[config.mk]
export PLATFORM = sky130hd
export DESIGN_NAME = id_ex_stage_flat
export DESIGN_NICKNAME = d
export VERILOG_FILES = /design/src/rtl/id_ex_if.sv /design/src/rtl/id_ex_stage.sv /design/src/flat_wrapper.sv
export SDC_FILE = /design/constraint.sdc
export NUM_CORES = 1
export LEC_CHECK = 0
export ABC_AREA = 1
export CAP_MARGIN = 20
export CORE_AREA = 2 2 143 145
export DETAILED_ROUTE_END_ITERATION = 7
export DIE_AREA = 0 0 145 147
export DONT_BUFFER_PORTS = 1
export SYNTH_ARGS = -nofsm -noshare
export SYNTH_HDL_FRONTEND = slang
export SYNTH_SLANG_ARGS = --single-unit
[constraint.sdc]
create_clock -name clk_i -period 3.9 [get_ports clk_i]
set_clock_uncertainty 0.05 [all_clocks]
set_input_delay 0.585 -clock clk_i [delete_from_list [all_inputs] [get_ports clk_i]]
set_output_delay 0.585 -clock clk_i [all_outputs]
set_load 0.01 [all_outputs]
[src/rtl/id_ex_if.sv]
// Bundle of ID-side fields, MEM/WB forwarding sources, pipeline control and the
// EX-side outputs shared by the ID/EX pipeline register and whoever drives it.
interface id_ex_if #(
  parameter int XLEN = 32
);
  logic            stall_i;
  logic            flush_i;
  logic            id_valid_i;
  logic [XLEN-1:0] id_pc_i;
  logic [XLEN-1:0] id_rs1_data_i;
  logic [XLEN-1:0] id_rs2_data_i;
  logic [XLEN-1:0] id_imm_i;
  logic [4:0]      id_rs1_addr_i;
  logic [4:0]      id_rs2_addr_i;
  logic [4:0]      id_rd_addr_i;
  logic [3:0]      id_AluSel_i;
  logic            id_ASel_i;
  logic            id_BSel_i;
  logic            id_RegWEn_i;

  logic            mem_RegWEn_i;
  logic [4:0]      mem_rd_addr_i;
  logic [XLEN-1:0] mem_fwd_data_i;
  logic            wb_RegWEn_i;
  logic [4:0]      wb_rd_addr_i;
  logic [XLEN-1:0] wb_fwd_data_i;

  logic            ex_valid_o;
  logic [XLEN-1:0] alu_rs1_o;
  logic [XLEN-1:0] alu_rs2_o;
  logic [3:0]      AluSel_o;
  logic [XLEN-1:0] ex_store_data_o;
  logic [XLEN-1:0] ex_pc_o;
  logic [4:0]      ex_rd_addr_o;
  logic            ex_RegWEn_o;

  // The stage itself sits on the slave side.
  modport slave (
    input  stall_i, flush_i, id_valid_i, id_pc_i, id_rs1_data_i, id_rs2_data_i,
           id_imm_i, id_rs1_addr_i, id_rs2_addr_i, id_rd_addr_i, id_AluSel_i,
           id_ASel_i, id_BSel_i, id_RegWEn_i,
           mem_RegWEn_i, mem_rd_addr_i, mem_fwd_data_i,
           wb_RegWEn_i, wb_rd_addr_i, wb_fwd_data_i,
    output ex_valid_o, alu_rs1_o, alu_rs2_o, AluSel_o, ex_store_data_o,
           ex_pc_o, ex_rd_addr_o, ex_RegWEn_o
  );

  modport master (
    output stall_i, flush_i, id_valid_i, id_pc_i, id_rs1_data_i, id_rs2_data_i,
           id_imm_i, id_rs1_addr_i, id_rs2_addr_i, id_rd_addr_i, id_AluSel_i,
           id_ASel_i, id_BSel_i, id_RegWEn_i,
           mem_RegWEn_i, mem_rd_addr_i, mem_fwd_data_i,
           wb_RegWEn_i, wb_rd_addr_i, wb_fwd_data_i,
    input  ex_valid_o, alu_rs1_o, alu_rs2_o, AluSel_o, ex_store_data_o,
           ex_pc_o, ex_rd_addr_o, ex_RegWEn_o
  );
endinterface

[src/rtl/id_ex_stage.sv]
// ID/EX pipeline register with stall/flush control and MEM/WB operand forwarding.
// Stalled operands keep re-sampling their forwarded value so late results survive.
module id_ex_stage #(
  parameter int XLEN = 32
) (
  input  logic     clk_i,
  input  logic     rst_ni,
  id_ex_if.slave   bus
);

  logic            bubble;

  logic            valid_q,  valid_d;
  logic [XLEN-1:0] pc_q,     pc_d;
  logic [XLEN-1:0] imm_q,    imm_d;
  logic [4:0]      rd_q,     rd_d;
  logic [3:0]      alusel_q, alusel_d;
  logic            asel_q,   asel_d;
  logic            bsel_q,   bsel_d;
  logic            regwen_q, regwen_d;

  // A bubble is loaded on flush, or on a normal advance of an empty ID slot.
  assign bubble = bus.flush_i || (!bus.stall_i && !bus.id_valid_i);

  always_comb begin
    valid_d  = valid_q;
    pc_d     = pc_q;
    imm_d    = imm_q;
    rd_d     = rd_q;
    alusel_d = alusel_q;
    asel_d   = asel_q;
    bsel_d   = bsel_q;
    regwen_d = regwen_q;
    if (bubble) begin
      valid_d  = 1'b0;
      pc_d     = '0;
      imm_d    = '0;
      rd_d     = '0;
      alusel_d = '0;
      asel_d   = 1'b0;
      bsel_d   = 1'b0;
      regwen_d = 1'b0;
    end else if (!bus.stall_i) begin
      valid_d  = 1'b1;
      pc_d     = bus.id_pc_i;
      imm_d    = bus.id_imm_i;
      rd_d     = bus.id_rd_addr_i;
      alusel_d = bus.id_AluSel_i;
      asel_d   = bus.id_ASel_i;
      bsel_d   = bus.id_BSel_i;
      regwen_d = bus.id_RegWEn_i;
    end
  end

  always_ff @(posedge clk_i or negedge rst_ni) begin
    if (!rst_ni) begin
      valid_q  <= 1'b0;
      pc_q     <= '0;
      imm_q    <= '0;
      rd_q     <= '0;
      alusel_q <= '0;
      asel_q   <= 1'b0;
      bsel_q   <= 1'b0;
      regwen_q <= 1'b0;
    end else begin
      valid_q  <= valid_d;
      pc_q     <= pc_d;
      imm_q    <= imm_d;
      rd_q     <= rd_d;
      alusel_q <= alusel_d;
      asel_q   <= asel_d;
      bsel_q   <= bsel_d;
      regwen_q <= regwen_d;
    end
  end

  // Operand 0 is rs1, operand 1 is rs2; each has its own register and forward mux.
  genvar gi;
  generate
    for (gi = 0; gi < 2; gi++) begin : g_opnd
      logic [XLEN-1:0] id_data;
      logic [4:0]      id_addr;
      logic [XLEN-1:0] data_q, data_d;
      logic [4:0]      addr_q, addr_d;
      logic [XLEN-1:0] fwd;

      assign id_data = (gi == 0) ? bus.id_rs1_data_i : bus.id_rs2_data_i;
      assign id_addr = (gi == 0) ? bus.id_rs1_addr_i : bus.id_rs2_addr_i;

      // MEM is the younger producer, so it wins over WB; x0 never forwards.
      always_comb begin
        fwd = data_q;
        if (addr_q != 5'd0) begin
          if (bus.mem_RegWEn_i && (bus.mem_rd_addr_i == addr_q)) begin
            fwd = bus.mem_fwd_data_i;
          end else if (bus.wb_RegWEn_i && (bus.wb_rd_addr_i == addr_q)) begin
            fwd = bus.wb_fwd_data_i;
          end
        end
      end

      always_comb begin
        data_d = data_q;
        addr_d = addr_q;
        if (bubble) begin
          data_d = '0;
          addr_d = '0;
        end else if (bus.stall_i) begin
          data_d = fwd;
        end else begin
          data_d = id_data;
          addr_d = id_addr;
        end
      end

      always_ff @(posedge clk_i or negedge rst_ni) begin
        if (!rst_ni) begin
          data_q <= '0;
          addr_q <= '0;
        end else begin
          data_q <= data_d;
          addr_q <= addr_d;
        end
      end
    end
  endgenerate

  assign bus.ex_valid_o      = valid_q;
  assign bus.alu_rs1_o       = asel_q ? pc_q  : g_opnd[0].fwd;
  assign bus.alu_rs2_o       = bsel_q ? imm_q : g_opnd[1].fwd;
  assign bus.ex_store_data_o = g_opnd[1].fwd;
  assign bus.AluSel_o        = alusel_q;
  assign bus.ex_pc_o         = pc_q;
  assign bus.ex_rd_addr_o    = rd_q;
  assign bus.ex_RegWEn_o     = regwen_q & valid_q;

endmodule
[src/flat_wrapper.sv]
// flat-port wrapper written by rule: the top's interface ports become plain ports
module id_ex_stage_flat 
#(
  parameter int XLEN = 32
)
  (clk_i, rst_ni, bus_stall_i, bus_flush_i, bus_id_valid_i, bus_id_pc_i, bus_id_rs1_data_i, bus_id_rs2_data_i, bus_id_imm_i, bus_id_rs1_addr_i, bus_id_rs2_addr_i, bus_id_rd_addr_i, bus_id_AluSel_i, bus_id_ASel_i, bus_id_BSel_i, bus_id_RegWEn_i, bus_mem_RegWEn_i, bus_mem_rd_addr_i, bus_mem_fwd_data_i, bus_wb_RegWEn_i, bus_wb_rd_addr_i, bus_wb_fwd_data_i, bus_ex_valid_o, bus_alu_rs1_o, bus_alu_rs2_o, bus_AluSel_o, bus_ex_store_data_o, bus_ex_pc_o, bus_ex_rd_addr_o, bus_ex_RegWEn_o);
  id_ex_if #(.XLEN(XLEN)) bus_i ();
  input  logic clk_i;
  input  logic rst_ni;
  input wire logic [$bits(bus_i.stall_i)-1:0] bus_stall_i;
  input wire logic [$bits(bus_i.flush_i)-1:0] bus_flush_i;
  input wire logic [$bits(bus_i.id_valid_i)-1:0] bus_id_valid_i;
  input wire logic [$bits(bus_i.id_pc_i)-1:0] bus_id_pc_i;
  input wire logic [$bits(bus_i.id_rs1_data_i)-1:0] bus_id_rs1_data_i;
  input wire logic [$bits(bus_i.id_rs2_data_i)-1:0] bus_id_rs2_data_i;
  input wire logic [$bits(bus_i.id_imm_i)-1:0] bus_id_imm_i;
  input wire logic [$bits(bus_i.id_rs1_addr_i)-1:0] bus_id_rs1_addr_i;
  input wire logic [$bits(bus_i.id_rs2_addr_i)-1:0] bus_id_rs2_addr_i;
  input wire logic [$bits(bus_i.id_rd_addr_i)-1:0] bus_id_rd_addr_i;
  input wire logic [$bits(bus_i.id_AluSel_i)-1:0] bus_id_AluSel_i;
  input wire logic [$bits(bus_i.id_ASel_i)-1:0] bus_id_ASel_i;
  input wire logic [$bits(bus_i.id_BSel_i)-1:0] bus_id_BSel_i;
  input wire logic [$bits(bus_i.id_RegWEn_i)-1:0] bus_id_RegWEn_i;
  input wire logic [$bits(bus_i.mem_RegWEn_i)-1:0] bus_mem_RegWEn_i;
  input wire logic [$bits(bus_i.mem_rd_addr_i)-1:0] bus_mem_rd_addr_i;
  input wire logic [$bits(bus_i.mem_fwd_data_i)-1:0] bus_mem_fwd_data_i;
  input wire logic [$bits(bus_i.wb_RegWEn_i)-1:0] bus_wb_RegWEn_i;
  input wire logic [$bits(bus_i.wb_rd_addr_i)-1:0] bus_wb_rd_addr_i;
  input wire logic [$bits(bus_i.wb_fwd_data_i)-1:0] bus_wb_fwd_data_i;
  output wire logic [$bits(bus_i.ex_valid_o)-1:0] bus_ex_valid_o;
  output wire logic [$bits(bus_i.alu_rs1_o)-1:0] bus_alu_rs1_o;
  output wire logic [$bits(bus_i.alu_rs2_o)-1:0] bus_alu_rs2_o;
  output wire logic [$bits(bus_i.AluSel_o)-1:0] bus_AluSel_o;
  output wire logic [$bits(bus_i.ex_store_data_o)-1:0] bus_ex_store_data_o;
  output wire logic [$bits(bus_i.ex_pc_o)-1:0] bus_ex_pc_o;
  output wire logic [$bits(bus_i.ex_rd_addr_o)-1:0] bus_ex_rd_addr_o;
  output wire logic [$bits(bus_i.ex_RegWEn_o)-1:0] bus_ex_RegWEn_o;
  assign bus_i.stall_i = bus_stall_i;
  assign bus_i.flush_i = bus_flush_i;
  assign bus_i.id_valid_i = bus_id_valid_i;
  assign bus_i.id_pc_i = bus_id_pc_i;
  assign bus_i.id_rs1_data_i = bus_id_rs1_data_i;
  assign bus_i.id_rs2_data_i = bus_id_rs2_data_i;
  assign bus_i.id_imm_i = bus_id_imm_i;
  assign bus_i.id_rs1_addr_i = bus_id_rs1_addr_i;
  assign bus_i.id_rs2_addr_i = bus_id_rs2_addr_i;
  assign bus_i.id_rd_addr_i = bus_id_rd_addr_i;
  assign bus_i.id_AluSel_i = bus_id_AluSel_i;
  assign bus_i.id_ASel_i = bus_id_ASel_i;
  assign bus_i.id_BSel_i = bus_id_BSel_i;
  assign bus_i.id_RegWEn_i = bus_id_RegWEn_i;
  assign bus_i.mem_RegWEn_i = bus_mem_RegWEn_i;
  assign bus_i.mem_rd_addr_i = bus_mem_rd_addr_i;
  assign bus_i.mem_fwd_data_i = bus_mem_fwd_data_i;
  assign bus_i.wb_RegWEn_i = bus_wb_RegWEn_i;
  assign bus_i.wb_rd_addr_i = bus_wb_rd_addr_i;
  assign bus_i.wb_fwd_data_i = bus_wb_fwd_data_i;
  assign bus_ex_valid_o = bus_i.ex_valid_o;
  assign bus_alu_rs1_o = bus_i.alu_rs1_o;
  assign bus_alu_rs2_o = bus_i.alu_rs2_o;
  assign bus_AluSel_o = bus_i.AluSel_o;
  assign bus_ex_store_data_o = bus_i.ex_store_data_o;
  assign bus_ex_pc_o = bus_i.ex_pc_o;
  assign bus_ex_rd_addr_o = bus_i.ex_rd_addr_o;
  assign bus_ex_RegWEn_o = bus_i.ex_RegWEn_o;
  id_ex_stage #(.XLEN(XLEN)) u_core (.clk_i(clk_i), .rst_ni(rst_ni), .bus(bus_i));
endmodule
## After elaboration in Yosys (flattened, before gate mapping)

Cells that the tools add are included.
W data, S select, Z words.

- Input bits: 231
- Memory bits (writable): 0
- Memory bits (read-only): 0
- Register bits: 151
- Memories: 0
- Latch bits: 0
- Logic and storage cells: 60

- Mux-type cells: 32
- Reductions and logical operators: 10
- Bitwise operators: 1
- Magnitude comparators: 0
- Eq/ne operators: 5
- $add $sub $neg: 0
- Div/mod/pow operators: 0
- Multiply operators: 0
- Shift-type cells: 0

Operators with widths:

| cell | number |
|---|---|
| $mux W32 | 16 |
| $mux W5 | 6 |
| $eq A5 B5 Y1 | 4 |
| $reduce_bool A5 Y1 | 2 |
| $mux W1 | 8 |
| $mux W4 | 2 |
| $logic_and A1 B1 Y1 | 5 |
| $logic_not A1 Y1 | 2 |
| $ne A2 B1 Y1 const B | 1 |
| $and A1 B1 Y1 | 1 |
| $logic_or A1 B1 Y1 | 1 |

## Longest topological paths before layout

- Word-level depth: 7
- Mapped depth: 13
- Mapped depth without buffers: 11

## Worst setup path after synthesis

OpenSTA, ideal clock, no wires.

- Path type: input port to output port
- Start: input port bus_mem_rd_addr_i[2]
- End: output port bus_alu_rs2_o[10]
- Cell stages on the path: 10
- Data arrival time: 1.592 ns
- Data required time: 3.265 ns
- Slack: 1.673 ns
- Cell sequence: inv_1 > o21ai_0 > nor2_1 > nand3_1 > buf_4 > clkbuf_1 > o21ai_0 > nand2_1 > nand3_1 > nand2_1

- Longest elaborated chain between the ends: 5

Ends and longest elaborated chain:

| item | RTL line | RTL |
|---|---|---|
| start: declaration | flat_wrapper.sv:25 | `input wire logic [$bits(bus_i.mem_rd_addr_i)-1:0] bus_mem_rd_addr_i;` |
| $eq A5 B5 Y1 | id_ex_stage.sv:94 | `if (bus.mem_RegWEn_i && (bus.mem_rd_addr_i == addr_q)) begin` |
| $logic_and A1 B1 Y1 | id_ex_stage.sv:94 |  |
| $mux W32 | id_ex_stage.sv:94 |  |
| $mux W32 | id_ex_stage.sv:93 | `if (addr_q != 5'd0) begin` |
| $mux W32 | id_ex_stage.sv:130 | `assign bus.alu_rs2_o = bsel_q ? imm_q : g_opnd[1].fwd;` |
| end: declaration | flat_wrapper.sv:32 | `output wire logic [$bits(bus_i.alu_rs2_o)-1:0] bus_alu_rs2_o;` |

No other way between the ends.

## Worst setup path after layout

- Start: register u_core.g_opnd[1].addr_q[2]
- End: output port bus_alu_rs2_o[2]

- Longest elaborated chain between the ends: 6
- Elaborated cells on any way between the ends: 9
- Those cells by class: eq/ne (2); mux (4); reduce/logical (3)

Ends and longest elaborated chain:

| item | RTL line | RTL |
|---|---|---|
| start: declaration | id_ex_stage.sv:84 | `logic [4:0] addr_q, addr_d;` |
| start signal: assignment | id_ex_stage.sv:122 | `addr_q <= addr_d;` |
| $eq A5 B5 Y1 | id_ex_stage.sv:96 | `end else if (bus.wb_RegWEn_i && (bus.wb_rd_addr_i == addr_q)) begin` |
| $logic_and A1 B1 Y1 | id_ex_stage.sv:96 |  |
| $mux W32 | id_ex_stage.sv:96 |  |
| $mux W32 | id_ex_stage.sv:94 |  |
| $mux W32 * | id_ex_stage.sv:93 |  |
| $mux W32 * | id_ex_stage.sv:130 |  |

Mark *: on every way between the ends. The rest lies on a longest branch, timed or not.

==> flow_summary.ini <==
[outcome]
outcome = complete, but fails checks
failed_checks = hold timing

[worst_setup_path]
critPathRequiredTime_ns = 3.26
crit_fanout = 21
critPathArrivalTime_ns = 2.63
startpoint_type = register
critPathKind = reg2out
cp-end-kind = output port

[placement]
place.detailed.instances = 1507
dp_hpwl_um = 22300
gp_congestion = 0.899
pre_cts_ws_ns = 1.11
place_area_um2 = 9070
place.port_buffers = 0

[layout]
drive_above_1_share_pct = 5.04
final_area_um2 = 9660
final_cell_count_no_fill = 1539
area_growth_pct = 8.68
fillers = 2058
nets = 1487
seqCellArea_um2 = 3780
multi_input_area_um2 = 4410
antennaDiodeCount = 0

[worst_hold_path]
hold_class = in2async

[sta]
hold_viol = 151
min_period_ns = 3.27
setup_slack_ns = 0.630
rsz0062_at_grt = no
finalSetupViolCount = 0
worst_hold_slack_ns = -0.202
max_freq_mhz = 306
post-route-period-util_pct = 83.8
worstMarginPinSlew_ns = 0.716
totalNegativeSetupSlack_ns = 0
relSlewSlack_pct = 52.2
drv_slew = 0

[global_route]
grt_usage_pct = 28.5
grt_first_pass_wirelength_um = 46900
grt_max_degree = 152
antenna_found_initial = 0
first_global_vias = 7823
grt_overflow_total = 0

[route]
wirelength_um = 30500
vias = 8182
detail-route-antenna-nets = 0
drc = 0
viasPerCell = 5.32
drt_iter0_markers = 585
dr.pass1.iters = 5
wl_per_cell_um = 19.8

[clocking]
cts.path.max_buffers = 2
postCtsSetupBuffers = 0
cts_max_level = 4
ctsRootBufferMaster = clkbuf_16
worst_skew_pair.late_latency_ns = 0.43
cts_resized = 0
numCtsBuffers = 17
path_clk_slew_ns = 0.08
clock-sinks = 151
cts_tree = built

[yosys]
synth_area_um2 = 8890
syn_avg_cell_area_um2 = 6.83
synth_warnings = 0
synth_area_leaders = dfrtp_1 (42%), nand2_1 (24%), a22o_1 (7.4%), nor2_1 (6.2%), nand3_1 (4.1%)
synthArstFlopShare_pct = 100
ys_seq_area_share_pct = 42.5
synth_most_common_cell = nand2_1
ys_ff_latch = 151
mappedNetlistNets = 1533
synthFlopType = dfrtp_1
synth_cell_types = 21
synth_top_area_share_pct = 42.5
synth_edf_count = 0
syn_inst = 1302
synth_area_leader_cell = dfrtp_1
synth_common_cells = nand2_1 (563), dfrtp_1 (151), nor2_1 (146), inv_1 (86), a22o_1 (75)

[pwr]
power.density_nw_per_um2 = 404
p_switching_mw = 1.22
switching_share_pct = 31.1
power_frac_clock_pct = 42.6
internal_power_mw = 2.69
ir_drop_uv = 247
p_seq_share_pct = 43.5
power.leakage_nw = 5.47
combPwrFrac_pct = 14.0

[die]
fp.dieArea_um2 = 21300
start_util_pct = 44.8
io_pins = 370
rows = 52
die_w_um = 145
die_h_um = 147
core_um2 = 19800

[job]
drv_cap = 0
[layout by cell type (no fill, tap or decap), drive strengths merged]
master,Yosys,routed
nand2,563,563
dfrtp,151,151
nor2,149,149
inv,91,101
a22o,75,75
nand3,73,73
o21ai,50,50
and2,32,32
nand4,30,30
buf,48,19
clkbuf,36,18
clkinv,0,4
nor4,1,1
a21oi,1,1
xor2,1,1
nor3,1,1
[flip-flops by register name (all words and copies together), names as in the netlist, 4 cells and up]
name,flops
u_core.g_opnd.data_q,64
u_core.bus.ex_rd_addr_o,5
u_core.bus.AluSel_o,4
u_core.imm_q,32
u_core.bus.ex_pc_o,32
u_core.g_opnd.addr_q,10
[power groups by stage]
stage / Sequential, mW / Combinational (mW) / Clock (mW)
4_1_cts: 1.70 / 0.549 / 1.70
3_3_place_gp: 1.73 / 0.541 / 0
5_1_grt: 1.71 / 0.616 / 1.78
3_5_place_dp: 1.73 / 0.549 / 0
6_report: 1.70 / 0.546 / 1.66
2_1_floorplan: 1.71 / 0.426 / 0
[logic make-up (layout without fill, tap and decap cells)]
| kind of cell | after synthesis | in the layout | synth area share [%] |
|---|---|---|---|
| compound gates | 126 | 126 | 10.3 |
| xor+xnor | 1 | 1 | 0.0985 |
| buf+inv | 175 | 142 | 8.20 |
| flops | 151 | 151 | 42.5 |
| simple gates | 849 | 849 | 38.9 |
[per-stage QoR]
stage	hold WS (ns)	util [%]	power, mW
finish	-0.202	48.7	3.91
global route	-0.223	48.7	4.10
CTS	-0.219	48.7	3.94
detailed placement	0.243	45.7	2.28
global placement	0.244	45.6	2.27
floorplan	0.239	-	2.14
[cell type report]
class | count | share of cell area, %
inverters | 91 | 3.53
repair buffers | 19 | 2.07
clock inverters | 14 | 1.58
flip-flops and latches | 151 | 39.1
clock buffers | 18 | 4.54
multi-input cells | 976 | 45.7
well taps | 270 | 3.50
[per-layer routing]
| layer | track usage, % | share of wire (%) | up-vias |
|---|---|---|---|
| met4 | 9.85 | 2.8 | 0 |
| met5 | 0 | 0 | - |
| li1 | - | - | 4020 |
| met1 | 38.6 | 44 | 3790 |
| met2 | 44.3 | 45 | 330 |
| met3 | 7.89 | 7.6 | 42 |
[path summary, 6_finish.rpt]
| path | from | endpoint | slack, ns | cells past startpoint |
|---|---|---|---|---|
| setup / recovery | u_core.g_opnd[1].addr_q[2]$_DFFE_PN0P_ | bus_alu_rs2_o[2] | 0.63 | 8 |
| hold / removal | rst_ni | u_core.bus.AluSel_o[0]$_DFFE_PN0P_ | -0.20 | 0 |
| setup reg to reg | u_core.g_opnd[1].addr_q[2]$_DFFE_PN0P_ | u_core.g_opnd[1].data_q[2]$_DFF_PN0_ | 1.67 | 8 |
| hold reg to reg | u_core.imm_q[13]$_DFFE_PN0P_ | u_core.imm_q[13]$_DFFE_PN0P_ | 0.46 | 1 |
| max in group asynchronous | rst_ni | u_core.g_opnd[0].data_q[26]$_DFF_PN0_ | 3.59 | 0 |
| min in group clk_i | bus_id_rs2_data_i[10] | u_core.g_opnd[1].data_q[10]$_DFF_PN0_ | 0.22 | 2 |
[critical path: stages (launching register included)]
cell	delay (ns)
dfrtp_1	0.47
nor3_1	0.23
nand3_1	0.16
inv_1	0.56
buf_4	0.33
nor2_1	0.07
nand2_1	0.15
nand3_1	0.09
nand2_1	0.14
No activity file was read; power rests on OpenSTA's default activity.
